--- config.mk ---
export PLATFORM = sky130hd
export DESIGN_NAME = key_bar_sequencer
export DESIGN_NICKNAME = d
export VERILOG_FILES = /design/src/rtl/key_bar_sequencer_pkg.sv /design/src/rtl/key_band_counter.sv /design/src/rtl/key_bar_sequencer.sv
export SDC_FILE = /design/constraint.sdc
export NUM_CORES = 1
export LEC_CHECK = 0
export CAP_MARGIN = 40
export CELL_PAD_IN_SITES_DETAIL_PLACEMENT = 1
export CELL_PAD_IN_SITES_GLOBAL_PLACEMENT = 2
export CORE_UTILIZATION = 33
export CTS_BUF_LIST = sky130_fd_sc_hd__clkbuf_8
export DETAILED_ROUTE_END_ITERATION = 10
export GPL_TIMING_DRIVEN = 0
export PLACE_DENSITY_LB_ADDON = 0.12
export SYNTH_ARGS = -nofsm -noshare
export SYNTH_HDL_FRONTEND = slang
export SYNTH_SLANG_ARGS = --single-unit
--- constraint.sdc ---
create_clock -name iCLK -period 7.1 [get_ports iCLK]
set_input_delay 1.42 -clock iCLK [delete_from_list [all_inputs] [get_ports iCLK]]
set_output_delay 1.42 -clock iCLK [all_outputs]
set_load 0.05 [all_outputs]
--- src/rtl/key_bar_sequencer_pkg.sv ---
// Shared constants, owner/FSM types and the demo-code decoder for the key-bar sequencer.
package key_bar_pkg;

   localparam int         NUM_KEYS  = 15;
   localparam logic [3:0] BAND_NONE = 4'd15;

   typedef enum logic [1:0] {
      OWN_NONE = 2'd0,
      OWN_LIVE = 2'd1,
      OWN_DEMO = 2'd2
   } owner_t;

   typedef enum logic [1:0] {
      IDLE = 2'd0,
      LIVE = 2'd1,
      HOLD = 2'd2,
      DEMO = 2'd3
   } fsm_t;

   // Code 15 is a rest and lights nothing.
   function automatic logic [NUM_KEYS-1:0] code2mask(input logic [3:0] code);
      return (code < BAND_NONE) ? (NUM_KEYS'(1) << code) : '0;
   endfunction

endpackage

--- src/rtl/key_band_counter.sv ---
// Line-driven row/band counter for the key bars; band 15 means below the keyboard.
module key_band_counter
   import key_bar_pkg::*;
#(
   parameter int BAND_H = 32
) (
   input  logic       clk_i,
   input  logic       rst_i,
   input  logic       frame_start_i,
   input  logic       line_start_i,
   output logic [3:0] band_o,
   output logic [3:0] band_next_o,
   output logic       edge_o
);

   localparam int               ROW_W    = (BAND_H > 1) ? $clog2(BAND_H) : 1;
   localparam logic [ROW_W-1:0] ROW_LAST = ROW_W'(BAND_H - 1);

   logic [ROW_W-1:0] row_q, row_d;
   logic [3:0]       band_q, band_d;
   logic             edge_q, edge_d;

   always_comb begin
      row_d  = row_q;
      band_d = band_q;
      edge_d = edge_q;
      if (frame_start_i) begin
         row_d  = '0;
         band_d = 4'd0;
         edge_d = 1'b0;
      end else if (line_start_i) begin
         edge_d = 1'b0;
         if (band_q != BAND_NONE) begin
            if (row_q == ROW_LAST) begin
               // First line of the next band doubles as the boundary line.
               row_d  = '0;
               band_d = band_q + 4'd1;
               edge_d = 1'b1;
            end else begin
               row_d = row_q + 1'b1;
            end
         end
      end
   end

   always_ff @(posedge clk_i) begin
      if (rst_i) begin
         row_q  <= '0;
         band_q <= BAND_NONE;
         edge_q <= 1'b0;
      end else begin
         row_q  <= row_d;
         band_q <= band_d;
         edge_q <= edge_d;
      end
   end

   assign band_o      = band_q;
   assign band_next_o = band_d;
   assign edge_o      = edge_q;

endmodule

--- src/rtl/key_bar_sequencer.sv ---
// Key-bar display sequencer: band counter, live/demo arbiter and frame-latched highlight set.
// Define KEY_DECAY_EN to keep released keys lit for DECAY_FRAMES frames.
module key_bar_sequencer
   import key_bar_pkg::*;
#(
   parameter int BAND_H       = 32,
   parameter int IDLE_FRAMES  = 60,
   parameter int DECAY_FRAMES = 8
) (
   input  logic                iCLK,
   input  logic                iRST,
   input  logic                iFRAME_START,
   input  logic                iLINE_START,
   input  logic [NUM_KEYS-1:0] iLIVE_KEYS,
   input  logic [3:0]          iDEMO_CODE,
   input  logic                iDEMO_VALID,
   output logic [3:0]          oBAND,
   output logic                oEDGE,
   output logic                oKEY_HIT,
   output logic [NUM_KEYS-1:0] oACTIVE_KEYS,
   output logic [1:0]          oSRC
);

   localparam int                IDLE_W   = $clog2(IDLE_FRAMES + 1);
   localparam logic [IDLE_W-1:0] IDLE_MAX = IDLE_W'(IDLE_FRAMES);

   fsm_t                state_q, state_d;
   owner_t              src_q;
   logic [IDLE_W-1:0]   idle_cnt_q, idle_cnt_d;
   logic [NUM_KEYS-1:0] raw_d;
   logic [NUM_KEYS-1:0] active_q, active_d;
   logic                hit_d, hit_q;
   logic [3:0]          band_next;
   logic                live_any;

   function automatic owner_t src_of(input fsm_t s);
      case (s)
         LIVE:    return OWN_LIVE;
         DEMO:    return OWN_DEMO;
         default: return OWN_NONE;
      endcase
   endfunction

   key_band_counter #(
      .BAND_H(BAND_H)
   ) u_band (
      .clk_i        (iCLK),
      .rst_i        (iRST),
      .frame_start_i(iFRAME_START),
      .line_start_i (iLINE_START),
      .band_o       (oBAND),
      .band_next_o  (band_next),
      .edge_o       (oEDGE)
   );

   assign live_any = |iLIVE_KEYS;

   // Arbitration only moves on a frame pulse so the set never changes mid-scan.
   always_comb begin
      state_d    = state_q;
      idle_cnt_d = idle_cnt_q;
      if (iFRAME_START) begin
         if (live_any)
            idle_cnt_d = '0;
         else if (idle_cnt_q != IDLE_MAX)
            idle_cnt_d = idle_cnt_q + 1'b1;
         case (state_q)
            IDLE: begin
               if (live_any)
                  state_d = LIVE;
               else if (iDEMO_VALID && (idle_cnt_q >= IDLE_MAX))
                  state_d = DEMO;
            end
            LIVE: begin
               if (!live_any) begin
                  state_d    = HOLD;
                  idle_cnt_d = '0;
               end
            end
            HOLD: begin
               if (live_any)
                  state_d = LIVE;
               else if (idle_cnt_d == IDLE_MAX)
                  state_d = IDLE;
            end
            default: begin
               if (live_any)
                  state_d = LIVE;
               else if (!iDEMO_VALID)
                  state_d = IDLE;
            end
         endcase
      end
   end

   always_comb begin
      case (state_d)
         LIVE:    raw_d = iLIVE_KEYS;
         DEMO:    raw_d = code2mask(iDEMO_CODE);
         default: raw_d = '0;
      endcase
   end

`ifdef KEY_DECAY_EN
   localparam int DEC_W = $clog2(DECAY_FRAMES + 1);

   logic [NUM_KEYS-1:0] raw_q;
   logic                owner_change;

   // HOLD still belongs to the live player, so its decaying keys survive LIVE->HOLD.
   function automatic owner_t family_of(input fsm_t s);
      case (s)
         LIVE, HOLD: return OWN_LIVE;
         DEMO:       return OWN_DEMO;
         default:    return OWN_NONE;
      endcase
   endfunction

   assign owner_change = (family_of(state_d) != family_of(state_q));

   genvar gi;
   generate
      for (gi = 0; gi < NUM_KEYS; gi++) begin : g_decay
         logic [DEC_W-1:0] cnt_q, cnt_d;

         always_comb begin
            cnt_d = cnt_q;
            if (iFRAME_START) begin
               if (owner_change || raw_d[gi])
                  cnt_d = '0;
               else if (raw_q[gi])
                  cnt_d = DEC_W'(DECAY_FRAMES);
               else if (cnt_q != '0)
                  cnt_d = cnt_q - 1'b1;
            end
         end

         always_ff @(posedge iCLK) begin
            if (iRST)
               cnt_q <= '0;
            else
               cnt_q <= cnt_d;
         end

         assign active_d[gi] = iFRAME_START ? (raw_d[gi] | (cnt_d != '0)) : active_q[gi];
      end
   endgenerate

   always_ff @(posedge iCLK) begin
      if (iRST)
         raw_q <= '0;
      else if (iFRAME_START)
         raw_q <= raw_d;
   end
`else
   assign active_d = iFRAME_START ? raw_d : active_q;
`endif

   assign hit_d = (band_next != BAND_NONE) ? active_d[band_next] : 1'b0;

   always_ff @(posedge iCLK) begin
      if (iRST) begin
         state_q    <= IDLE;
         src_q      <= OWN_NONE;
         idle_cnt_q <= '0;
         active_q   <= '0;
         hit_q      <= 1'b0;
      end else begin
         state_q    <= state_d;
         src_q      <= src_of(state_d);
         idle_cnt_q <= idle_cnt_d;
         active_q   <= active_d;
         hit_q      <= hit_d;
      end
   end

   assign oKEY_HIT     = hit_q;
   assign oACTIVE_KEYS = active_q;
   assign oSRC         = src_q;

endmodule

==> impl_metrics.env, run 1 <==
export IMPL_p_seq_share_pct=43.9
export IMPL_syn_area_um2=2100
export IMPL_die_w_um=81.8
export IMPL_grt_overflow=0
export IMPL_cts_buffers=5
export IMPL_synth_area_leader_cell="dfxtp_1"
export IMPL_clk_latency_ns=0.29
export IMPL_synth_flop_cell="dfxtp_1"
export IMPL_synth_edf_count=0
export IMPL_grt_max_degree=12
export IMPL_swShare_pct=28.9
export IMPL_worstPathMaxFanout=10
export IMPL_path_cells="clkdlybuf4s50_1 > or4_4 > nor4_4 > o2111ai_1 > o2bb2ai_2 > buf_6 > nor4b_1 > a221o_1"
export IMPL_reg2reg_from="u_band.row_q[0]"
export IMPL_ir_worst_vdd_v=0.000111
export IMPL_yosys_area_share_simple_pct=31.0
export IMPL_syn_inst=243
export IMPL_routedWlPerCell_um=17.3
export IMPL_slew_headroom_pct=55.9
export IMPL_clk_pin_slew_worst_paths_ns=0.08
export IMPL_synth_top_family_by_area="simple AND/OR/NAND/NOR gates"
export IMPL_min_path_type="flop to flop"
export IMPL_status="finished, final reports clean"
export IMPL_power_density_nw_per_um2=180
export IMPL_clk_path_buf_depth=2
export IMPL_synth_top_cell_area_share_pct=34.3
export IMPL_dieArea_um2=6690
export IMPL_slew_violations=0
export IMPL_worstSetupEndpointType="flop"
export IMPL_final_util_pct=45.9
export IMPL_finalWirelength_mm=6.45
export IMPL_arrival_ns=4.20
export IMPL_antenna_found_initial=0
export IMPL_finalClockSkew_ns=0.00846
export IMPL_synth_fa_ha_area_share_pct=2.98
export IMPL_slowest_delay_ns=0.56
export IMPL_async_reset_ff_share_pct=0
export IMPL_cts_tree="yes"
export IMPL_critPathRequiredTime_ns=7.33
export IMPL_routed_via_density=5.68
export IMPL_syn2layout_area_growth_pct=31.5
export IMPL_synthTopCellsByArea="dfxtp_1 34%, a221o_1 5.7%, mux2i_1 3.8%"
export IMPL_comb_power_share_pct=20.2
export IMPL_place_ws_ns=2.84
export IMPL_die_height_um=81.8
export IMPL_syn_num_nets=272
export IMPL_synth_warnings=0
export IMPL_grt_use_total_pct=20.4
export IMPL_grt_pass1_wl_mm=10.4
export IMPL_htree_levels=2
export IMPL_postCtsSetupBuffers=0
export IMPL_crit_type="input port to flop"
export IMPL_worst_pin_slew_ns=0.655
export IMPL_start_util_pct=34.9
export IMPL_clkPwrFrac_pct=35.9
export IMPL_antennaDiodeCount=0
export IMPL_max_freq_ghz=0.252
export IMPL_post_route_period_util_pct=56.0
export IMPL_synth_compound_area_share_pct=22.1
export IMPL_cap_violations=0
export IMPL_dr_pass1_iters=4
export IMPL_cp_start_kind="input port"
export IMPL_ctsResizeCount=0
export IMPL_cts_sinks=36
export IMPL_grt_pass1_vias=2059
export IMPL_min_from="u_band.row_q[4]"
export IMPL_hold_viol_final=0
export IMPL_power_leakage_uw=0.00101
export IMPL_final_cell_mix="46 x clkdlybuf4s50_1, 36 x dfxtp_1, 17 x nand2_1"
export IMPL_internal_power_uw=354
export IMPL_drive_gt1_share_pct=9.09
export IMPL_synth_avg_cell_area_um2=8.65
export IMPL_fin_crit_ns=3.97
export IMPL_drc_errors=0
export IMPL_tns_ns=0
export IMPL_synthMuxAreaShare_pct=5.42
export IMPL_place_congestion=0.784
export IMPL_setup_violations=0
export IMPL_cts_root_buf="clkbuf_8"
export IMPL_rows=28
export IMPL_final_common_cell="clkdlybuf4s50_1"
export IMPL_drt_iter0_drc=53
export IMPL_synth_xor_area_share_pct=0.774
export IMPL_core_area_um2=6030
export IMPL_place_hpwl_mm=5.01
export IMPL_critPathSlowestCell="or4_4"
export IMPL_hold_buffers=0
export IMPL_fillCellCount=736
export IMPL_p_switching_uw=144
export IMPL_vias=2113
export IMPL_final_nets=325
export IMPL_setup_slack_ns=3.13
export IMPL_crit_start="iLIVE_KEYS[0]"
export IMPL_cp_top_family="simple AND/OR/NAND/NOR gates"
export IMPL_io_buffers=46
export IMPL_synth_seq_cells=36
export IMPL_yosysSeqAreaShare_pct=34.3
export IMPL_rsz0062_at_grt="no"
export IMPL_final_antenna_net_count=0
export IMPL_synth_cell_types=55
export IMPL_critPathBufInv=2
export IMPL_io_pins=47
[final timing paths]
check / slack [ns] / end / cells after the start
hold reg to reg: 0.47 / u_band.row_q[4] / 2
setup / recovery: 3.13 / oACTIVE_KEYS[13] / 8
setup reg to reg: 4.28 / oKEY_HIT / 11
hold / removal: 0.47 / u_band.row_q[4] / 2
[cell type report]
| cell class | count | area [um2] | share of cell area [%] |
|---|---|---|---|
| buffer | 11 | 52.6 | 1.90 |
| clock buffer | 5 | 68.8 | 2.49 |
| clock inverter | 3 | 38.8 | 1.40 |
| inverter | 5 | 18.8 | 0.679 |
| multi-input combinational | 191 | 1310 | 47.4 |
| sequential | 36 | 721 | 26.1 |
| tap | 75 | 93.8 | 3.40 |
| timing repair buffer | 46 | 460 | 16.7 |
[power groups by stage]
stage / Combinational, uW / Sequential [uW] / Clock, uW
finish: 101 / 219 / 179
global route: 108 / 220 / 193
CTS: 101 / 219 / 182
detailed placement: 100 / 224 / 0
global placement: 100 / 223 / 0
floorplan: 33.6 / 247 / 0
[cells in the mapped netlist, types with 3 or more instances]
cell type	instances
nand4_1	3
o21ai_1	5
a31oi_1	4
nor4b_1	7
inv_1	4
or2_2	4
mux2_2	3
ha_1	5
a221o_1	12
o211ai_1	3
mux2i_1	8
clkbuf_1	7
and3_1	9
a22o_1	3
o21ai_0	7
or4_1	4
buf_2	3
nor2_1	16
nand2b_1	8
nand2_1	17
nand4b_1	3
nor3_1	8
nor2b_1	6
nand3_1	10
dfxtp_1	36
a21oi_1	13
[per-stage QoR]
step | instance area [um2] | hold WS, ns | std cells | power (uW)
floorplan | 2100 | 0.441 | 243 | 280
CTS | 2760 | 0.477 | 372 | 502
finish | 2760 | 0.471 | 372 | 498
global route | 2760 | 0.504 | 372 | 521
detailed placement | 2660 | 0.468 | 364 | 324
global placement | 2660 | 0.452 | 364 | 323
[cells by family after synthesis]
group           count (synthesis)
compound gates                 64
xor+xnor                        1
fa+ha+maj                       5
buf+inv                        16
flops                          36
mux                            11
simple gates                  110
[worst min-delay path, cell delays in order (launching register included)]
cell     delay (ns)
dfxtp_1        0.32
nand2_1        0.05
a21oi_1        0.05
[sequential cells by signal, indices dropped and copies added (netlist names)]
signal         count
idle_cnt_q         6
oACTIVE_KEYS      15
oKEY_HIT           1
oSRC               2
state_q            2
u_band.band_o      4
u_band.edge_o      1
u_band.row_q       5
[routing by layer]
metal  routed length, um  track usage [%]  vias to the layer above
met3                 163             3.22                        7
met2                2900             31.3                       39
li1                    -                -                     1032
met4                  82             5.44                        0
met1                3310             29.3                     1035
met5                   0                0                        -
(Power assumes the default switching activity.)
==> inputs of run 2 (changes only) <==
--- a/config.mk
+++ b/config.mk
@@ -8,7 +8,7 @@
 export CAP_MARGIN = 40
 export CELL_PAD_IN_SITES_DETAIL_PLACEMENT = 1
 export CELL_PAD_IN_SITES_GLOBAL_PLACEMENT = 2
-export CORE_UTILIZATION = 33
+export CORE_UTILIZATION = 31
 export CTS_BUF_LIST = sky130_fd_sc_hd__clkbuf_8
 export DETAILED_ROUTE_END_ITERATION = 10
 export GPL_TIMING_DRIVEN = 0
==> constraint.sdc (replaced) <==
create_clock -name iCLK -period 3.95 [get_ports iCLK]
set_input_delay 0.79 -clock iCLK [delete_from_list [all_inputs] [get_ports iCLK]]
set_output_delay 0.79 -clock iCLK [all_outputs]
set_load 0.05 [all_outputs]
==> run 2 against run 1 <==
Against the previous run: clock skew down 0.0023 ns; the run now ends with DRC left; sequential power is 79% higher; die area up 6.3%; critical endpoint unchanged; cell count up 0.54%; non-clock buffer count did not move; total power increased by 83%; register-to-register slack worse by 3.3 ns; hold slack gained 0.0023 ns; first-iteration DRC count is 26% higher; sequential share of layout area shrank 0.059 points; wire length down 0.15%.
==> impl_metrics.env, run 2 (synthesized netlist as in run 1, its figures left out) <==
export IMPL_rsz0062_at_grt="no"
export IMPL_grt_use_total_pct=19.0
export IMPL_worst_pin_slew_ns=0.712
export IMPL_clk_pin_slew_worst_paths_ns=0.08
export IMPL_worstPathMaxFanout=10
export IMPL_clk_path_buf_depth=2
export IMPL_drc_errors=6
export IMPL_min_path_type="flop to flop"
export IMPL_ir_worst_vdd_v=0.000198
export IMPL_cts_sinks=36
export IMPL_die_w_um=84.3
export IMPL_place_congestion=0.778
export IMPL_max_freq_ghz=0.306
export IMPL_io_pins=47
export IMPL_cts_root_buf="clkbuf_8"
export IMPL_largest_register_ffs=15
export IMPL_slew_violations=0
export IMPL_cp_start_kind="input port"
export IMPL_critPathRequiredTime_ns=4.19
export IMPL_dr_pass1_iters=7
export IMPL_antenna_found_initial=0
export IMPL_fin_crit_ns=3.26
export IMPL_hold_buffers=0
export IMPL_tns_ns=0
export IMPL_post_route_period_util_pct=82.7
export IMPL_min_path_cells=2
export IMPL_drt_iter0_drc=67
export IMPL_routed_via_density=5.54
export IMPL_arrival_ns=3.51
export IMPL_finalClockSkew_ns=0.00612
export IMPL_final_common_cell="clkdlybuf4s50_1"
export IMPL_drive_gt1_share_pct=9.43
export IMPL_core_area_um2=6460
export IMPL_final_nets=325
export IMPL_fin_cells=374
export IMPL_grt_overflow=0
export IMPL_worstSetupEndpointType="flop"
export IMPL_grt_pass1_vias=2079
export IMPL_crit_type="input port to flop"
export IMPL_final_antenna_net_count=0
export IMPL_violations="DRC"
export IMPL_finalPower_uw=911
export IMPL_cap_violations=0
export IMPL_power_density_nw_per_um2=329
export IMPL_die_height_um=84.3
export IMPL_place_ws_ns=0.422
export IMPL_vias=2073
export IMPL_post_place_cells=366
export IMPL_hold_viol_final=0
export IMPL_htree_levels=2
export IMPL_antennaDiodeCount=0
export IMPL_r2r_worst_path_cells=11
export IMPL_grt_pass1_wl_mm=10.7
export IMPL_power_leakage_uw=0.00101
export IMPL_dieArea_um2=7110
export IMPL_setup_slack_ns=0.685
export IMPL_ctsResizeCount=0
export IMPL_syn2layout_area_growth_pct=31.8
export IMPL_io_buffers=46
export IMPL_finalWirelength_mm=6.44
export IMPL_start_util_pct=32.5
export IMPL_final_cell_mix="46 x clkdlybuf4s50_1, 36 x dfxtp_1, 17 x nand2_1"
export IMPL_grt_max_degree=13
export IMPL_place_hpwl_mm=4.98
export IMPL_status="finished with violations"
export IMPL_cts_tree="yes"
export IMPL_slew_headroom_pct=52.2
export IMPL_routedWlPerCell_um=17.2
export IMPL_clk_latency_ns=0.29
export IMPL_postCtsSetupBuffers=0
export IMPL_setup_violations=0
export IMPL_rows=29
export IMPL_cts_buffers=5
export IMPL_whs_ns=0.473
-- run 2: changes by cell type in the layout (fill, tap and decap cells not counted) --
cell,before,now
clkinvlp_4,0,1
inv_1,5,4
-- run 2: path summary, 6_finish.rpt --
| kind | slack [ns] | endpoint | startpoint |
|---|---|---|---|
| min | 0.47 | u_band.row_q[4] | u_band.row_q[4] |
| max reg2reg | 1.00 | oKEY_HIT | u_band.row_q[0] |
| max | 0.69 | oACTIVE_KEYS[13] | iLIVE_KEYS[0] |
| min reg2reg | 0.47 | u_band.row_q[4] | u_band.row_q[4] |
-- run 2: cell type report --
type                    count  area (um2)
repair buffers             46         460
inverters                   5        18.8
plain buffers              11        52.6
clock inverters             3        42.5
well taps                  77        96.3
flip-flops and latches     36         721
clock buffers               5        68.8
fillers                   786        3690
multi-input cells         191        1310
-- run 2: critical path, stage by stage --
cell	delay (ns)
clkdlybuf4s50_1	0.46
or4_4	0.56
nor4_4	0.27
o2111ai_1	0.29
o2bb2ai_2	0.33
buf_6	0.17
nor4b_1	0.45
a221o_1	0.18
-- run 2: stage by stage --
stage / area, um2 / util [%]
final: 2770 / 42.9
after CTS: 2770 / 42.9
after global placement: 2660 / 41.2
after floorplan: 2100 / -
after detailed placement: 2660 / 41.2
after global routing: 2770 / 42.9
-- run 2: power by group --
part           leakage, uW  switching, uW  internal (uW)
Clock            0.0000541            150            187
Sequential        0.000295           15.0            377
Combinational     0.000658            108           74.0
-- run 2: metal layers --
metal | vias to the layer above | track usage, % | share of wire (%)
li1 | 1031 | - | -
met1 | 1001 | 27.0 | 51
met2 | 36 | 29.7 | 45
met3 | 5 | 3.44 | 3.9
met4 | 0 | 4.47 | 0.79
met5 | - | 0 | 0
==> inputs of run 3 (changes only) <==
--- a/config.mk
+++ b/config.mk
@@ -8,7 +8,7 @@
 export CAP_MARGIN = 40
 export CELL_PAD_IN_SITES_DETAIL_PLACEMENT = 1
 export CELL_PAD_IN_SITES_GLOBAL_PLACEMENT = 2
-export CORE_UTILIZATION = 31
+export CORE_UTILIZATION = 28
 export CTS_BUF_LIST = sky130_fd_sc_hd__clkbuf_8
 export DETAILED_ROUTE_END_ITERATION = 10
 export GPL_TIMING_DRIVEN = 0
==> constraint.sdc (replaced) <==
create_clock -name iCLK -period 2.8 [get_ports iCLK]
set_input_delay 0.56 -clock iCLK [delete_from_list [all_inputs] [get_ports iCLK]]
set_output_delay 0.56 -clock iCLK [all_outputs]
set_load 0.05 [all_outputs]
==> run 3 against run 2 <==
Against the previous run: the flow now finishes without violations; global-route usage fell by 1.1 points; hold slack lost 0.0019 ns; via count is 0.43% lower; clock skew grew 0.0022 ns; combinational power rose by 45%; critical path depth unchanged; die area grew 10%; sequential power grew 42%; cell area grew 6.5%; cell count rose by 7.0%; clock power rose by 36%; setup slack got worse by 0.60 ns; highest routed layer unchanged.
==> impl_metrics.env, run 3 (synthesized netlist as in run 1, its figures left out) <==
export IMPL_status="finished, final reports clean"
export IMPL_final_util_pct=40.7
export IMPL_cts_buffers=5
export IMPL_grt_pass1_wl_mm=10.5
export IMPL_rows=31
export IMPL_whs_ns=0.471
export IMPL_slew_violations=0
export IMPL_syn2layout_area_growth_pct=40.3
export IMPL_io_buffers=46
export IMPL_core_area_um2=7250
export IMPL_final_antenna_net_count=0
export IMPL_path_cells="clkdlybuf4s50_1 > or4_1 > nor2_4 > o2111ai_1 > or3_1 > o21ai_1 > a211oi_1 > o32ai_1"
export IMPL_drt_iter0_drc=66
export IMPL_dr_pass1_iters=4
export IMPL_critPathBufInv=1
export IMPL_die_height_um=88.6
export IMPL_vias=2064
export IMPL_htree_levels=2
export IMPL_arrival_ns=2.91
export IMPL_finalWirelength_mm=6.68
export IMPL_critPathRequiredTime_ns=2.99
export IMPL_worstSetupEndpointType="flop"
export IMPL_dieArea_um2=7860
export IMPL_cp_depth=8
export IMPL_antennaDiodeCount=0
export IMPL_antenna_found_initial=0
export IMPL_largest_register_ffs=15
export IMPL_io_pins=47
export IMPL_cp_top_family="simple AND/OR/NAND/NOR gates"
export IMPL_cp_start_kind="input port"
export IMPL_routedWlPerCell_um=16.7
export IMPL_grt_overflow=0
export IMPL_cts_root_buf="clkbuf_8"
export IMPL_worstPathMaxFanout=4
export IMPL_fin_crit_ns=2.72
export IMPL_cts_tree="yes"
export IMPL_cp_endpoint="oKEY_HIT"
export IMPL_cap_violations=0
export IMPL_r2r_end="oKEY_HIT"
export IMPL_r2r_worst_path_cells=11
export IMPL_grt_use_total_pct=17.8
export IMPL_final_common_cell="clkdlybuf4s50_1"
export IMPL_die_w_um=88.6
export IMPL_drive_gt1_share_pct=14.6
export IMPL_min_path_type="flop to flop"
export IMPL_post_route_period_util_pct=97.0
export IMPL_crit_type="input port to flop"
export IMPL_slowest_delay_ns=0.58
export IMPL_clk_pin_slew_worst_paths_ns=0.08
export IMPL_ir_worst_vdd_v=0.000160
export IMPL_critPathSlowestCell="or4_1"
export IMPL_rsz0062_at_grt="no"
export IMPL_hold_buffers=0
export IMPL_cts_sinks=36
export IMPL_hold_viol_final=0
export IMPL_power_density_nw_per_um2=434
export IMPL_start_util_pct=29.0
export IMPL_clk_path_buf_depth=2
export IMPL_finalClockSkew_ns=0.00830
export IMPL_grt_pass1_vias=1902
export IMPL_grt_max_degree=12
export IMPL_place_congestion=0.739
export IMPL_drc_errors=0
export IMPL_final_cell_mix="44 x clkdlybuf4s50_1, 35 x dfxtp_1, 17 x nand2_1"
export IMPL_setup_violations=0
export IMPL_clk_latency_ns=0.29
export IMPL_max_freq_ghz=0.368
export IMPL_worst_pin_slew_ns=0.655
export IMPL_routed_via_density=5.16
export IMPL_power_leakage_uw=0.00107
export IMPL_final_nets=329
export IMPL_rrSetupSlack_ns=0.17
export IMPL_crit_start="iLIVE_KEYS[8]"
export IMPL_place_hpwl_mm=5.14
export IMPL_slew_headroom_pct=56.1
export IMPL_reg2reg_from="u_band.row_q[1]"
run 3: power breakdown:
part / switching, uW / internal (uW)
clock: 197 / 261
sequential: 23.4 / 533
combinational: 156 / 108
total: 377 / 902
run 3: final cells by class:
class                   instances  area, um2
clock buffers                   5       68.8
flip-flops and latches         36        722
clock inverters                 3       38.8
fillers                       861       4300
plain buffers                  11       58.8
well taps                      99        124
repair buffers                 50        492
multi-input cells             191       1420
inverters                       5       22.5
run 3: worst min path at each step:
stage	startpoint	endpoint	slack, ns	cells after the start
2_1_floorplan	u_band.row_q[4]	u_band.row_q[4]	0.44	2
3_3_place_gp	u_band.row_q[4]	u_band.row_q[4]	0.45	2
3_5_place_dp	u_band.row_q[4]	u_band.row_q[4]	0.46	2
4_1_cts	u_band.row_q[4]	u_band.row_q[4]	0.48	2
5_1_grt	u_band.edge_o	u_band.edge_o	0.51	2
6_report	u_band.row_q[4]	u_band.row_q[4]	0.47	2
run 3: metal layers:
metal / track usage (%) / share of wire (%) / up-vias
li1: - / - / 1045
met1: 26.8 / 54 / 978
met2: 25.5 / 42 / 33
met3: 3.36 / 2.7 / 8
met4: 5.28 / 1.2 / 0
met5: 0 / 0 / -
run 3: worst register-to-register path: cells and delay by family, from the launching register on:
| family | cells | cell delay, ns |
|---|---|---|
| AO/OA/AOI/OAI | 2 | 0.23 |
| XOR/XNOR | 1 | 0.35 |
| AND/OR/NAND/NOR | 3 | 0.42 |
| multiplexers | 2 | 0.53 |
| adder cells (fa/ha/maj) | 2 | 0.44 |
| flip-flops | 1 | 0.38 |
| buffers and inverters | 1 | 0.16 |
run 3: what timing repair did:
item	CTS	global route
pin swaps	4	5
setup endpoints to repair	14	16
buffers inserted	2	2
gates resized for setup	14	14
run 3: per-stage QoR:
stage	power [uW]	TNS (ns)	worst slack [ns]	instances	area, um2
2_1_floorplan	711	0	0.330	243	2100
3_3_place_gp	822	-7.59	-0.660	388	2690
3_5_place_dp	823	-7.68	-0.574	388	2690
4_1_cts	1290	0	0.00721	398	2890
5_1_grt	1340	0	0.00650	400	2950
6_report	1280	0	0.0835	400	2950
